File: src/rtl/matmul_pkg.sv
// Types and default widths shared by the matmul memory controller and the result unloader.
package matmul_pkg;

  localparam int unsigned MATMUL_ADDR_W = 12;
  localparam int unsigned MATMUL_DATA_W = 32;

  typedef enum logic [1:0] {
    StIdle,
    StRead,
    StDrain,
    StFin
  } unload_state_e;

endpackage

File: src/rtl/skid_fifo2.sv
// Two-entry FIFO that absorbs read data while the stream sink stalls.
module skid_fifo2 #(
  parameter int unsigned WIDTH = 33
) (
  input  logic             clk,
  input  logic             rst_n,
  input  logic             push,
  input  logic [WIDTH-1:0] wdata,
  input  logic             pop,
  output logic [WIDTH-1:0] rdata,
  output logic [1:0]       count
);

  logic [WIDTH-1:0] mem_q [2];
  logic             wr_ptr_q;
  logic             rd_ptr_q;
  logic [1:0]       count_q;

  always_ff @(posedge clk or negedge rst_n) begin
    if (!rst_n) begin
      mem_q[0] <= '0;
      mem_q[1] <= '0;
      wr_ptr_q <= 1'b0;
      rd_ptr_q <= 1'b0;
      count_q  <= 2'd0;
    end else begin
      if (push) begin
        mem_q[wr_ptr_q] <= wdata;
        wr_ptr_q        <= ~wr_ptr_q;
      end
      if (pop) begin
        rd_ptr_q <= ~rd_ptr_q;
      end
      count_q <= count_q + {1'b0, push} - {1'b0, pop};
    end
  end

  // Head is read straight from storage, so it stays put until popped.
  assign rdata = mem_q[rd_ptr_q];
  assign count = count_q;

  no_overflow_a: assert property (@(posedge clk) disable iff (!rst_n)
    !(push && !pop && (count_q == 2'd2)));
  no_underflow_a: assert property (@(posedge clk) disable iff (!rst_n)
    !(pop && (count_q == 2'd0)));

endmodule

File: src/rtl/result_unloader.sv
// Drains the matmul output memory through its read port and streams the words out.
module result_unloader
  import matmul_pkg::*;
#(
  parameter int unsigned ADDR_W = MATMUL_ADDR_W,
  parameter int unsigned DATA_W = MATMUL_DATA_W,
  parameter int unsigned DEPTH  = 4096
) (
  input  logic              clk,
  input  logic              rst_n,
  input  logic              start,
  output logic              rd_en,
  output logic [ADDR_W-1:0] rd_addr,
  input  logic [DATA_W-1:0] rd_data,
  output logic              m_valid,
  input  logic              m_ready,
  output logic [DATA_W-1:0] m_data,
  output logic              m_last,
  output logic              busy,
  output logic              done
);

  // Wide enough to hold DEPTH = 2**ADDR_W without aliasing a wrapped address.
  localparam logic [ADDR_W:0] LastIdx = (ADDR_W + 1)'(DEPTH - 1);

  unload_state_e     state_q;
  logic [ADDR_W-1:0] addr_q;
  logic [ADDR_W:0]   rd_cnt_q;
  logic              inflight_q;
  logic              inflight_last_q;
  logic              busy_q;
  logic              done_q;

  logic [1:0]        fifo_count;
  logic [DATA_W:0]   fifo_head;
  logic              pop;
  logic              issue;
  logic              drained;
  logic [2:0]        occupancy;

  assign m_valid   = (fifo_count != 2'd0);
  assign pop       = m_valid & m_ready;
  // Slots committed after this edge: buffered + returning - leaving.
  assign occupancy = {1'b0, fifo_count} + {2'b0, inflight_q} - {2'b0, pop};
  assign issue     = (state_q == StRead) && (occupancy < 3'd2);
  assign drained   = !inflight_q &&
                     ((fifo_count == 2'd0) || ((fifo_count == 2'd1) && pop));

  always_ff @(posedge clk or negedge rst_n) begin
    if (!rst_n) begin
      state_q         <= StIdle;
      addr_q          <= '0;
      rd_cnt_q        <= '0;
      inflight_q      <= 1'b0;
      inflight_last_q <= 1'b0;
      busy_q          <= 1'b0;
      done_q          <= 1'b0;
    end else begin
      inflight_q      <= issue;
      inflight_last_q <= issue && (rd_cnt_q == LastIdx);
      unique case (state_q)
        StIdle: begin
          if (start) begin
            state_q  <= StRead;
            busy_q   <= 1'b1;
            addr_q   <= '0;
            rd_cnt_q <= '0;
          end
        end
        StRead: begin
          if (issue) begin
            addr_q   <= addr_q + 1'b1;
            rd_cnt_q <= rd_cnt_q + 1'b1;
            if (rd_cnt_q == LastIdx) begin
              state_q <= StDrain;
            end
          end
        end
        StDrain: begin
          if (drained) begin
            state_q <= StFin;
            busy_q  <= 1'b0;
            done_q  <= 1'b1;
          end
        end
        StFin: begin
          state_q <= StIdle;
          done_q  <= 1'b0;
        end
        default: state_q <= StIdle;
      endcase
    end
  end

  skid_fifo2 #(
    .WIDTH(DATA_W + 1)
  ) u_fifo (
    .clk  (clk),
    .rst_n(rst_n),
    .push (inflight_q),
    .wdata({inflight_last_q, rd_data}),
    .pop  (pop),
    .rdata(fifo_head),
    .count(fifo_count)
  );

  assign rd_en   = issue;
  assign rd_addr = addr_q;
  assign m_data  = fifo_head[DATA_W-1:0];
  assign m_last  = fifo_head[DATA_W];
  assign busy    = busy_q;
  assign done    = done_q;

endmodule
File: config.mk
export PLATFORM = sky130hd
export DESIGN_NAME = result_unloader
export DESIGN_NICKNAME = d
export VERILOG_FILES = /design/src/rtl/matmul_pkg.sv /design/src/rtl/skid_fifo2.sv /design/src/rtl/result_unloader.sv
export SDC_FILE = /design/constraint.sdc
export NUM_CORES = 1
export LEC_CHECK = 0
export BUFFER_PORTS_ARGS = -buffer_cell sky130_fd_sc_hd__buf_4
export CAP_MARGIN = 40
export CORE_MARGIN = 2
export CORE_UTILIZATION = 30
export DETAILED_ROUTE_END_ITERATION = 10
export SLEW_MARGIN = 20
export SYNTH_ARGS = -nofsm -noshare
export SYNTH_HDL_FRONTEND = slang
export SYNTH_SLANG_ARGS = --single-unit
File: constraint.sdc
create_clock -name clk -period 3.45 [get_ports clk]
set_input_delay 0.1725 -clock clk [delete_from_list [all_inputs] [get_ports clk]]
set_output_delay 0.1725 -clock clk [all_outputs]
set_load 0.005 [all_outputs]
# == After elaboration in Yosys (flattened, before gate mapping) ==
# Cells that the tools add are included.
# totals
register_bits,101
output_inout_bits,49
word_cells,75
# op_classes
add_sub_neg,6
order_cmp,4
n_eq_ne,9
muxes,22
n_bitwise,5
n_reduce_logical,17
# op_table
op,n
$mux 33,4
$bwmux 66,1
$demux 33 s1,1
$mux 13,2
$pmux 13 s2,1
$mux 12,2
$pmux 12 s2,1
$add 13x1->13 const B,1
$eq 13x12->1 const B,1
$add 12x1->12 const B,1
$mux 2,4
$pmux 2 s4,1
$reduce_bool 2->1,4
$ne 2x2->1 const B,3
$reduce_and 3->1,2
$logic_and 1x1->1,5
$eq 2x1->1 const B,2
$eq 2x2->1 const B,2
$ge 2x2->1 const B,2
$logic_not 2->1,2
$not 1->2,2
$pmux 1 s2,2
$reduce_and 4->1,1
$add 2x1->3,1
other kinds (12),15

# == Depth between registers and ports, before layout ==
# depth
ltp_word,7
mapped_depth,12

# == Modules after synthesis ==
# A second synthesis with hierarchy kept.
# hier_totals
hier_cells,383
hier_area_um2,4984.8
# modules_own_cells
module,n_inst,cells_per_inst,area_each_um2
skid_fifo2,1,190,3186.8
result_unloader,1,193,1798.0

# == Least setup slack after synthesis ==
# No wires, ideal clock.
# synth_path
path_type,flip-flop to flip-flop
startpoint,"register u_fifo.count_q[1], in the netlist u_fifo.count[1]"
endpoint,register state_q[1]
arrival_ps,2493
slack_ps,830
stages_incl_launch_ff,12
cell_sequence,dfrtp_1 -> inv_1 -> a21oi_1 -> ha_1 -> inv_1 -> ha_1 -> fa_1 -> xnor2_1 -> o21ai_2 -> nand2_1 -> a211o_1 -> mux2_1
# synth_via
elab_chain_len,7
# synth_rtl
element,line,source
start: declaration,skid_fifo2.sv:17,logic [1:0] count_q;
start signal: assignment,skid_fifo2.sv:34,"count_q <= count_q + {1'b0, push} - {1'b0, pop};"
$reduce_bool 2->1 (*),result_unloader.sv:41,assign m_valid = (fifo_count != 2'd0);
$and 1x1->1 (*),result_unloader.sv:42,assign pop = m_valid & m_ready;
via pop,result_unloader.sv:36,logic pop;
$sub 3x1->3 / $logic_and 1x1->1 (equally long branches),"result_unloader.sv:44, result_unloader.sv:47",
$lt 3x2->1 / $logic_or 1x1->1 (equally long branches),"result_unloader.sv:45, result_unloader.sv:47",
"$logic_and 1x1->1, on equally long branches","result_unloader.sv:45, result_unloader.sv:46",
$ne 2x2->1 (no source line),n/a,
$reduce_and 4->1 (no source line) (*),n/a,
end signal: assignment,result_unloader.sv:51,state_q <= StIdle;
end signal: assignment,result_unloader.sv:64,state_q <= StRead;
end signal: assignment,result_unloader.sv:75,state_q <= StDrain;
end: declaration,result_unloader.sv:26,unload_state_e state_q;
# Mark *: on every way through the listed nets, which the timed path passes. The rest lies on a longest branch.
# A chain may end at the register's enable or synchronous reset.

# == Worst setup path in the final report ==
# layout_path
startpoint,"register u_fifo.count_q[1], in the netlist u_fifo.count[1]"
endpoint,register state_q[1]
# layout_via
elab_chain_len,7
# layout_rtl
element,line,source
$reduce_bool 2->1,result_unloader.sv:41,
$and 1x1->1,result_unloader.sv:42,
via pop,result_unloader.sv:36,
$sub 3x1->3,result_unloader.sv:44,"assign occupancy = {1'b0, fifo_count} + {2'b0, inflight_q} - {2'b0, pop};"
via occupancy[1],result_unloader.sv:39,logic [2:0] occupancy;
$lt 3x2->1,result_unloader.sv:45,assign issue = (state_q == StRead) && (occupancy < 3'd2);
$logic_and 1x1->1,result_unloader.sv:45,
$ne 2x2->1 (no source line),n/a,
$reduce_and 4->1 (no source line),n/a,
# The timed path passes the listed nets, and every way through them passes these cells.

==> flow_summary.ini <==
[status]
status = finished clean

[grt]
grt_pass1_wl_um = 16700
antenna_found_initial = 0
grt_pass1_vias = 3313
grtUsageTotal_pct = 12.8
grt-ovfl-total = 0
grt_max_degree = 44

[floorplanning]
fp-row-count = 45
io-pin-count = 85
die_area_um2 = 16700
core_area_um2 = 15300
initial_core_util_pct = 30.9
die_h_um = 129
chipWidth_um = 129

[clock_tree]
clock_path_buffers = 2
cts_sinks = 101
root_buffer = clkbuf_16
clk_pin_slew_ns = 0.07
ctsHoldBuffers = 1
cts_tree = built
cts_max_level = 3
post-cts-setup-buffer-count = 0
clk_latency_ns = 0.34
postCtsResizedCells = 0
cts_made_buffers = 9

[drt]
drt-pass1-iter-count = 4
routed_wl_um = 10200
via_count = 3196
wire_per_inst_um = 15.2
vias_per_cell = 4.74
ant_nets = 0
drcViolationCount = 0
first_iter_violations = 134

[synthesis]
yosysTopAreaCell = dfrtp_1
synthFlopType = dfrtp_1
syn_nets = 416
ys_ff_latch = 101
syn_avg_cell_area_um2 = 12.7
synthTopCellsByArea = dfrtp_1, mux2_2, ha_1
async_reset_ff_share_pct = 100
yosys.area.top_type_share_pct = 53.7
ys_warn_count = 0
synth_cell_types = 44
yosys-top-cells-count = dfrtp_1, mux2_2, nand2_1
ys_seq_area_share_pct = 53.7
netlist_area_um2 = 4710
synth_most_common_cell = dfrtp_1
netlist_instances = 370
synth_edf_count = 0

[timing]
hold_viol = 0
rsz0062_at_grt = no
setup_tns_ns = 0
fin_crit_sh_pct = 85.7
tightest_slew_ns = 0.566
setup_violations = 0
finalClockSkew_ns = 0.00514
clock.fmax_mhz = 338
slew_headroom_pct = 62.3
period_needed_ns = 2.96
slew_violations = 0

[power]
seq_power_share_pct = 36.4
p_sw_mw = 1.73
comb_power_share_pct = 42.2
p_leak_nw = 2.65
clkPwrFrac_pct = 21.5
switching_share_pct = 31.6
internal_power_mw = 3.74
power_density_nw_per_um2 = 914
ir_drop_uv = 319

[setup_path]
cp_top_family = adder cells
cp_slowest_cell = fa_1
path_cells = inv_1 > a21oi_1 > ha_1 > inv_1 > ha_1 > fa_1 > o21ai_2 > nand2_1 > a211o_1 > mux2_1
path_class = reg2reg
r2r_cells = 10
cp.arrival_ns = 3.19
endpoint_kind = register
crit_path_start_kind = register
cpPeakStageDelay_ns = 0.51
required_ns = 3.68
worst-path-buf-inv = 2
cp_max_fo = 8
cp_num_cells = 10

[placement]
hpwl_um = 7130
place_congestion = 0.803
portBuffers = 84

[final_layout]
diodes = 0
area_growth_pct = 27.1
final_net_count = 504
final_util_pct = 39.2
drive_above_1_share_pct = 46.7

[min_path]
hold_class = in2reg
worstHoldPathCells = 2

[job]
maxCapViolations = 0
cells by family after synthesis:
kind of cell    count (synthesis)  share of synthesized area (%)
xor+xnor                       14                           2.60
mux                           104                           24.8
compound gates                 30                           4.46
simple gates                   82                           9.17
flops                         101                           53.7
fa+ha+maj                      10                           2.82
buf+inv                        29                           2.50
state kept, by name, indices dropped and copies added (netlist names):
| name | flops |
|---|---|
| rd_addr | 12 |
| done | 1 |
| inflight_q | 1 |
| u_fifo.wr_ptr_q | 1 |
| busy | 1 |
| inflight_last_q | 1 |
| state_q | 2 |
| u_fifo.rd_ptr_q | 1 |
| rd_cnt_q | 13 |
| u_fifo.count | 2 |
| u_fifo.mem_q | 66 |
worst reg2reg max path, cell delays in order, from the launching register on:
cell	delay, ns
dfrtp_1	0.41
inv_1	0.12
a21oi_1	0.11
ha_1	0.29
inv_1	0.04
ha_1	0.18
fa_1	0.51
o21ai_2	0.39
nand2_1	0.15
a211o_1	0.34
mux2_1	0.32
cells in the final DEF, fill, tap and decap left out, types with 3 or more instances in the layout:
cell type and instances:
a22o_1 4, o41ai_1 3, nor3_1 7, mux2i_1 3
nand2_1 19, inv_1 12, bufinv_16 3, nor2_1 15
buf_4 92, o21ai_0 10, clkbuf_16 9, dfrtp_1 101
ha_1 9, xor2_1 11, nand3_1 10, mux2_2 100
nand4_1 13, xnor2_1 3
metrics by stage:
stage                     power, mW  cells  worst slack (ns)  cell area (µm²)  hold WS [ns]
after floorplan                3.35    370             0.830             4710        -0.123
after global placement         4.24    655             0.539             5590         0.207
after detailed placement       4.36    656             0.479             5620         0.212
after CTS                      5.56    673             0.464             5980        0.0516
after global routing           5.85    674             0.304             5980        0.0481
final                          5.47    674             0.492             5980        0.0686
path summary, 6_finish.rpt:
path,endpoint,start,slack (ns)
setup / recovery,state_q[1],u_fifo.count[1],0.49
hold / removal,u_fifo.mem_q[34],rd_data[1],0.07
setup reg to reg,state_q[1],u_fifo.count[1],0.49
hold reg to reg,u_fifo.mem_q[7],u_fifo.mem_q[7],0.50
max in group asynchronous,u_fifo.mem_q[4],rst_n,2.24
min in group asynchronous,u_fifo.mem_q[22],rst_n,0.36
area by class of cell:
type | count | area [µm²]
multi-input combinational | 240 | 2070
clock inverter | 7 | 123
inverter | 12 | 45.0
fill | 1463 | 9270
timing repair buffer | 94 | 728
tap | 211 | 264
sequential | 101 | 2530
clock buffer | 9 | 225
metal layers:
metal / vias to the layer above / global-route usage, % / routed length (µm)
met4: 0 / 4.16 / 128
met2: 78 / 21.5 / 4980
li1: 1488 / - / -
met3: 10 / 3.34 / 584
met5: - / 0 / 0
met1: 1620 / 16.0 / 4530
power groups by stage:
stage                     Combinational, mW  Sequential [mW]  Clock (mW)
after floorplan                        1.45             1.90           0
after global placement                 2.27             1.98           0
after detailed placement               2.34             2.02           0
after CTS                              2.36             1.99        1.21
after global routing                   2.53             2.05        1.26
final                                  2.31             1.99        1.17
(Power assumes the default switching activity.)
